===== src/rtl/bcd_seg_pkg.sv =====
// rtl/bcd_seg_pkg.sv - segment codes and BCD-to-7-segment encoder
package bcd_seg_pkg;

    // Active-low patterns, bit0=a .. bit6=g, bit7=dp (kept off)
    localparam logic [7:0] SEG_0     = 8'hC0;
    localparam logic [7:0] SEG_1     = 8'hF9;
    localparam logic [7:0] SEG_2     = 8'hA4;
    localparam logic [7:0] SEG_3     = 8'hB0;
    localparam logic [7:0] SEG_4     = 8'h99;
    localparam logic [7:0] SEG_5     = 8'h92;
    localparam logic [7:0] SEG_6     = 8'h82;
    localparam logic [7:0] SEG_7     = 8'hF8;
    localparam logic [7:0] SEG_8     = 8'h80;
    localparam logic [7:0] SEG_9     = 8'h90;
    localparam logic [7:0] SEG_BLANK = 8'hFF;

    // Non-decimal nibbles show as blank rather than garbage
    function automatic logic [7:0] seg_encode(input logic [3:0] digit);
        logic [7:0] code;
        case (digit)
            4'd0:    code = SEG_0;
            4'd1:    code = SEG_1;
            4'd2:    code = SEG_2;
            4'd3:    code = SEG_3;
            4'd4:    code = SEG_4;
            4'd5:    code = SEG_5;
            4'd6:    code = SEG_6;
            4'd7:    code = SEG_7;
            4'd8:    code = SEG_8;
            4'd9:    code = SEG_9;
            default: code = SEG_BLANK;
        endcase
        return code;
    endfunction

endpackage


===== src/rtl/bcd_digit_cell.sv =====
// rtl/bcd_digit_cell.sv - one BCD digit with carry/borrow ripple
module bcd_digit_cell (
    input  logic       clk,
    input  logic       resetn,
    input  logic       clear,
    input  logic       load,
    input  logic [3:0] load_val,
    input  logic       step,
    input  logic       up,
    input  logic       cin,
    output logic [3:0] digit,
    output logic       cout,
    output logic       is_max,
    output logic       is_zero
);

    logic [3:0] r_digit;
    logic [3:0] w_load_clamped;

    // Out-of-range load nibbles saturate to 9 so the digit always stays decimal
    assign w_load_clamped = (load_val > 4'd9) ? 4'd9 : load_val;

    assign is_max  = (r_digit == 4'd9);
    assign is_zero = (r_digit == 4'd0);
    assign digit   = r_digit;

    // Carry (up) or borrow (down) propagates only when this digit rolls over
    assign cout = cin & (up ? is_max : is_zero);

    // Digit register: clear beats load beats step; steps only when the lower digits roll
    always_ff @(posedge clk or negedge resetn) begin
        if (!resetn) begin
            r_digit <= 4'd0;
        end else if (clear) begin
            r_digit <= 4'd0;
        end else if (load) begin
            r_digit <= w_load_clamped;
        end else if (step && cin) begin
            if (up) begin
                r_digit <= is_max ? 4'd0 : r_digit + 4'd1;
            end else begin
                r_digit <= is_zero ? 4'd9 : r_digit - 4'd1;
            end
        end
    end

endmodule


===== src/rtl/bcd_counter_display.sv =====
// rtl/bcd_counter_display.sv - N-digit BCD up/down counter with prescaler and 7-seg outputs
module bcd_counter_display
    import bcd_seg_pkg::*;
#(
    parameter int DIGITS   = 2,
    parameter int TICK_DIV = 50_000_000,
    parameter int PW       = $clog2(TICK_DIV)
) (
    input  logic                  clk,
    input  logic                  resetn,
    input  logic                  en,
    input  logic                  up,
    input  logic                  clear,
    input  logic                  load,
    input  logic [4*DIGITS-1:0]   load_val,
    input  logic                  wrap_mode,
    input  logic                  lz_blank,
    output logic [4*DIGITS-1:0]   count_bcd,
    output logic                  tick,
    output logic                  wrap,
    output logic                  at_limit,
    output logic [8*DIGITS-1:0]   seg
);

    localparam logic [PW-1:0] LP_PRESC_LAST = PW'(TICK_DIV - 1);

    logic [PW-1:0]         r_presc;
    logic                  r_tick;
    logic                  r_wrap;
    logic [8*DIGITS-1:0]   r_seg;

    logic [4*DIGITS-1:0]   w_count;
    logic [DIGITS-1:0]     w_cin;
    logic [DIGITS-1:0]     w_cout;
    logic [DIGITS-1:0]     w_max;
    logic [DIGITS-1:0]     w_zero;
    logic                  w_step;
    logic                  w_hz;
    logic [8*DIGITS-1:0]   w_seg_next;

    // Limit is judged against the direction currently requested
    assign at_limit = up ? (&w_max) : (&w_zero);

    // A tick advances the count unless clear/load win, or saturate mode pins it at the limit
    assign w_step = r_tick & ~clear & ~load & (~at_limit | wrap_mode);

    // Prescaler: free-runs while enabled, clear restarts a full period
    always_ff @(posedge clk or negedge resetn) begin
        if (!resetn) begin
            r_presc <= '0;
            r_tick  <= 1'b0;
        end else if (clear) begin
            r_presc <= '0;
            r_tick  <= 1'b0;
        end else if (en) begin
            if (r_presc == LP_PRESC_LAST) begin
                r_presc <= '0;
                r_tick  <= 1'b1;
            end else begin
                r_presc <= r_presc + PW'(1);
                r_tick  <= 1'b0;
            end
        end else begin
            r_tick <= 1'b0;
        end
    end

    // Ripple chain: digit 0 always sees a carry-in when stepping
    assign w_cin[0] = 1'b1;

    genvar g;
    generate
        for (g = 0; g < DIGITS; g++) begin : g_digit
            if (g > 0) begin : g_chain
                assign w_cin[g] = w_cout[g-1];
            end
            bcd_digit_cell u_cell (
                .clk      (clk),
                .resetn   (resetn),
                .clear    (clear),
                .load     (load),
                .load_val (load_val[4*g +: 4]),
                .step     (w_step),
                .up       (up),
                .cin      (w_cin[g]),
                .digit    (w_count[4*g +: 4]),
                .cout     (w_cout[g]),
                .is_max   (w_max[g]),
                .is_zero  (w_zero[g])
            );
        end
    endgenerate

    // Wrap pulse lands in the same cycle as the rolled-over count
    always_ff @(posedge clk or negedge resetn) begin
        if (!resetn) begin
            r_wrap <= 1'b0;
        end else begin
            r_wrap <= w_step & w_cout[DIGITS-1];
        end
    end

    // Encode each digit, blanking upper digits that are part of a leading-zero run
    always_comb begin
        w_hz       = 1'b1;
        w_seg_next = '0;
        for (int k = DIGITS - 1; k >= 0; k--) begin
            w_hz = w_hz & w_zero[k];
            if (lz_blank && (k != 0) && w_hz) begin
                w_seg_next[8*k +: 8] = SEG_BLANK;
            end else begin
                w_seg_next[8*k +: 8] = seg_encode(w_count[4*k +: 4]);
            end
        end
    end

    // Segment register; reset shows all zeros regardless of blanking
    always_ff @(posedge clk or negedge resetn) begin
        if (!resetn) begin
            r_seg <= {DIGITS{SEG_0}};
        end else begin
            r_seg <= w_seg_next;
        end
    end

    assign count_bcd = w_count;
    assign tick      = r_tick;
    assign wrap      = r_wrap;
    assign seg       = r_seg;

endmodule


===== config.mk =====
export PLATFORM = sky130hd
export DESIGN_NAME = bcd_counter_display
export DESIGN_NICKNAME = d
export VERILOG_FILES = /design/src/rtl/bcd_seg_pkg.sv /design/src/rtl/bcd_digit_cell.sv /design/src/rtl/bcd_counter_display.sv
export SDC_FILE = /design/constraint.sdc
export NUM_CORES = 1
export LEC_CHECK = 0
export CAP_MARGIN = 40
export CORE_UTILIZATION = 30
export DETAILED_ROUTE_END_ITERATION = 10
export DONT_BUFFER_PORTS = 1
export REMOVE_ABC_BUFFERS = 1
export SLEW_MARGIN = 0
export SYNTH_ARGS = -nofsm -noshare
export SYNTH_HDL_FRONTEND = slang
export SYNTH_SLANG_ARGS = --single-unit

===== constraint.sdc =====
create_clock -name clk -period 5.4 [get_ports clk]
set_clock_uncertainty 0.05 [all_clocks]
set_input_delay 1.08 -clock clk [delete_from_list [all_inputs] [get_ports clk]]
set_output_delay 1.08 -clock clk [all_outputs]
set_load 0.05 [all_outputs]

==> results.json <==
{
  "status": "complete, no violations",
  "antenna_cells": 0,
  "place_congestion": 0.823,
  "placementRows": 36,
  "combPwrFrac": 0.137,
  "cts_tree": "done",
  "synth-compound-area-share": 0.145,
  "nFillCells": 1015,
  "port_buffers": 0,
  "power.net_switching_w": 0.000307,
  "slew_headroom": 0.400,
  "final_common_cell": "dfrtp_1",
  "grt_antenna_before_repair": 0,
  "finalNetCount": 354,
  "hp-class": "in2async",
  "p_per_area_nw_per_um2": 274,
  "area_growth_pct": 7.55,
  "p_seq_frac": 0.563,
  "first_pass_iters": 4,
  "final_layout_size_suffix_gt1_frac": 0.0979,
  "syn_avg_cell_area_sq_um": 9.11,
  "synth.yosys.seq_area_share": 0.413,
  "synth_cell_types": 58,
  "synth-edff-count": 0,
  "fmax_ghz": 0.286,
  "clk_latency_ps": 310,
  "grt_setup_unrepaired": "false",
  "die_x_microns": 103,
  "cts_buffers": 5,
  "met3_length_microns": 390,
  "leakagePower_nw": 1.34,
  "min_period_over_period": 0.648,
  "synthFlopType": "dfrtp_1",
  "yosysTopAreaCell": "dfrtp_1",
  "cp-start-kind": "register",
  "cts_setup_buffers": 0,
  "drt_wl_total_microns": 6760,
  "period_minus_slack_ps": 3500,
  "drc": 0,
  "final-setup-viol-count": 0,
  "mostFrequentLayoutCells": "dfrtp_1, nor2_1, a21oi_1",
  "grt_pass1_wl_microns": 11400,
  "async_reset_ff_frac": 1.00,
  "synthCells": 333,
  "antenna_left": 0,
  "clkSinkCount": 50,
  "finalPower_w": 0.000896,
  "grt_pass1_vias": 2297,
  "num_vias": 2360,
  "synthTopCellsByArea": "dfrtp_1, xor2_1, ha_1, nor2_1, a21oi_1",
  "cts-hold-fix-buffers": 0,
  "start_util": 0.310,
  "synthXorXnorAreaFrac": 0.0722,
  "worstPathArrival_ps": 2370,
  "dieArea_sq_um": 10500,
  "grt_usage": 0.140,
  "io_pins": 43,
  "critPathMaxFanout": 8,
  "core_area_sq_um": 9770,
  "synth_top_family_by_area": "simple AND/OR/NAND/NOR gates",
  "clk_path_buf_depth": 2,
  "synth-simple-area-share": 0.242,
  "end_kind": "output port",
  "routed.top_layer": "met4",
  "sw_frac_of_total": 0.343,
  "worstMarginPinSlew_ps": 900,
  "htreeDepth": 2,
  "initialDrtViolationCount": 134,
  "final_hold_viol_count": 0,
  "yosys_warnings": 0,
  "wl_met2_microns": 3290,
  "synthMuxAreaShare": 0.0210,
  "synth.top_cell.area_share": 0.396,
  "tns_ps": 0,
  "p_int_w": 0.000588,
  "maxCapViolations": 0,
  "grt_max_degree": 51,
  "critical_path_class": "reg2out",
  "wl_met1_microns": 3010,
  "die_h_microns": 103,
  "overflow": 0,
  "syn-cell-area_sq_um": 3030,
  "cts-root-buf": "clkbuf_8",
  "post_cts_resized": 0,
  "ys_ff_latch": 50,
  "wl_per_cell_microns": 14.7,
  "viasPerCell": 5.13,
  "vdd_drop_max_uv": 108,
  "p_clk_frac": 0.300,
  "final-max-slew-violation-count": 0,
  "path_clk_slew_ps": 100,
  "required_ps": 4270,
  "hpwl_microns": 4920,
  "yosys.area_share.adder": 0.0495
}
cell families after synthesis:
family,count (synthesis)
buffers and inverters,34
AO/OA/AOI/OAI,67
flip-flops,50
other,1
multiplexers,6
XOR/XNOR,25
adder cells (fa/ha/maj),12
AND/OR/NAND/NOR,138
power by group through the flow:
stage / registers (W) / logic [W] / clock network [W]
finish: 0.000504 / 0.000123 / 0.000269
detailed placement: 0.000513 / 0.000122 / 0
CTS: 0.000505 / 0.000123 / 0.000278
global route: 0.000508 / 0.000138 / 0.000297
floorplan: 0.000511 / 0.0000849 / 0
global placement: 0.000520 / 0.000106 / 0
final cells by class:
type                       instances  area (sq um)  area share
multi-input combinational        250          1610       0.494
sequential                        50          1250       0.384
tap                              133           166      0.0510
clock buffer                       5          68.8      0.0211
inverter                          16          60.1      0.0184
timing repair buffer               3          57.6      0.0176
clock inverter                     3          43.8      0.0134
cells in the mapped netlist, types with 2 or more instances:
cell and n:
dfrtp_1 48, nand4_1 12, o31a_1 2, a21oi_1 21, nor3_1 11, or2_2 3
a31oi_1 7, and3_1 5, ha_1 12, xor2_1 20, nor2_1 38, mux2i_1 3
clkbuf_1 5, xnor2_1 5, inv_1 15, o31ai_1 4, buf_4 2, dfstp_2 2
buf_6 4, nand3_1 19, nand3b_1 5, nor4_1 4, a211oi_1 3, a311oi_1 2
o21ai_0 16, buf_2 5, mux2_2 3, nand2b_1 5, nand2_1 20, buf_1 2
or3_1 3
state kept, by name, indices dropped and copies added, names as in the netlist:
register	count
g_digit.u_cell.digit	8
seg	14
r_presc	26
tick	1
wrap	1
final timing paths:
check | endpoint | depth (start not counted) | slack, ps | start
worst max-delay path | at_limit | 5 | 1900 | g_digit[0].u_cell.digit[1]$_DFFE_PN0P_
max in group asynchronous | seg[6]$_DFF_PN1_ | 0 | 4710 | resetn
worst min register to register | r_presc[17]$_DFFE_PN0P_ | 2 | 510 | r_presc[17]$_DFFE_PN0P_
worst min-delay path | r_presc[17]$_DFFE_PN0P_ | 0 | 400 | resetn
min in group clk | r_presc[17]$_DFFE_PN0P_ | 2 | 510 | r_presc[17]$_DFFE_PN0P_
worst max register to register | g_digit[1].u_cell.digit[0]$_DFFE_PN0P_ | 7 | 2770 | g_digit[0].u_cell.digit[1]$_DFFE_PN0P_
metal layers:
| layer | vias to the layer above | track usage |
|---|---|---|
| met5 | - | 0 |
| met4 | 0 | 0.0330 |
| met3 | 6 | 0.0427 |
| met2 | 65 | 0.236 |
| met1 | 1127 | 0.175 |
| li1 | 1162 | - |
stage by stage:
step	worst slack (ps)	instance area [sq um]	hold slack (ps)	cells	util
final	1900	3260	402	460	0.334
after global routing	1760	3260	375	460	0.334
after CTS	1900	3260	393	460	0.334
after detailed placement	2270	3150	481	452	0.322
after global placement	2320	3090	476	449	0.316
after floorplan	2440	2930	454	316	-
worst max-delay path, cell delays in order, from the launching register on:
cell and delay [ps]:
dfrtp_1 650, inv_1 290, ha_1 270, nor3b_2 300, o2bb2a_4 220, inv_1 330
Note: power is estimated with default switching activity, not from simulation.
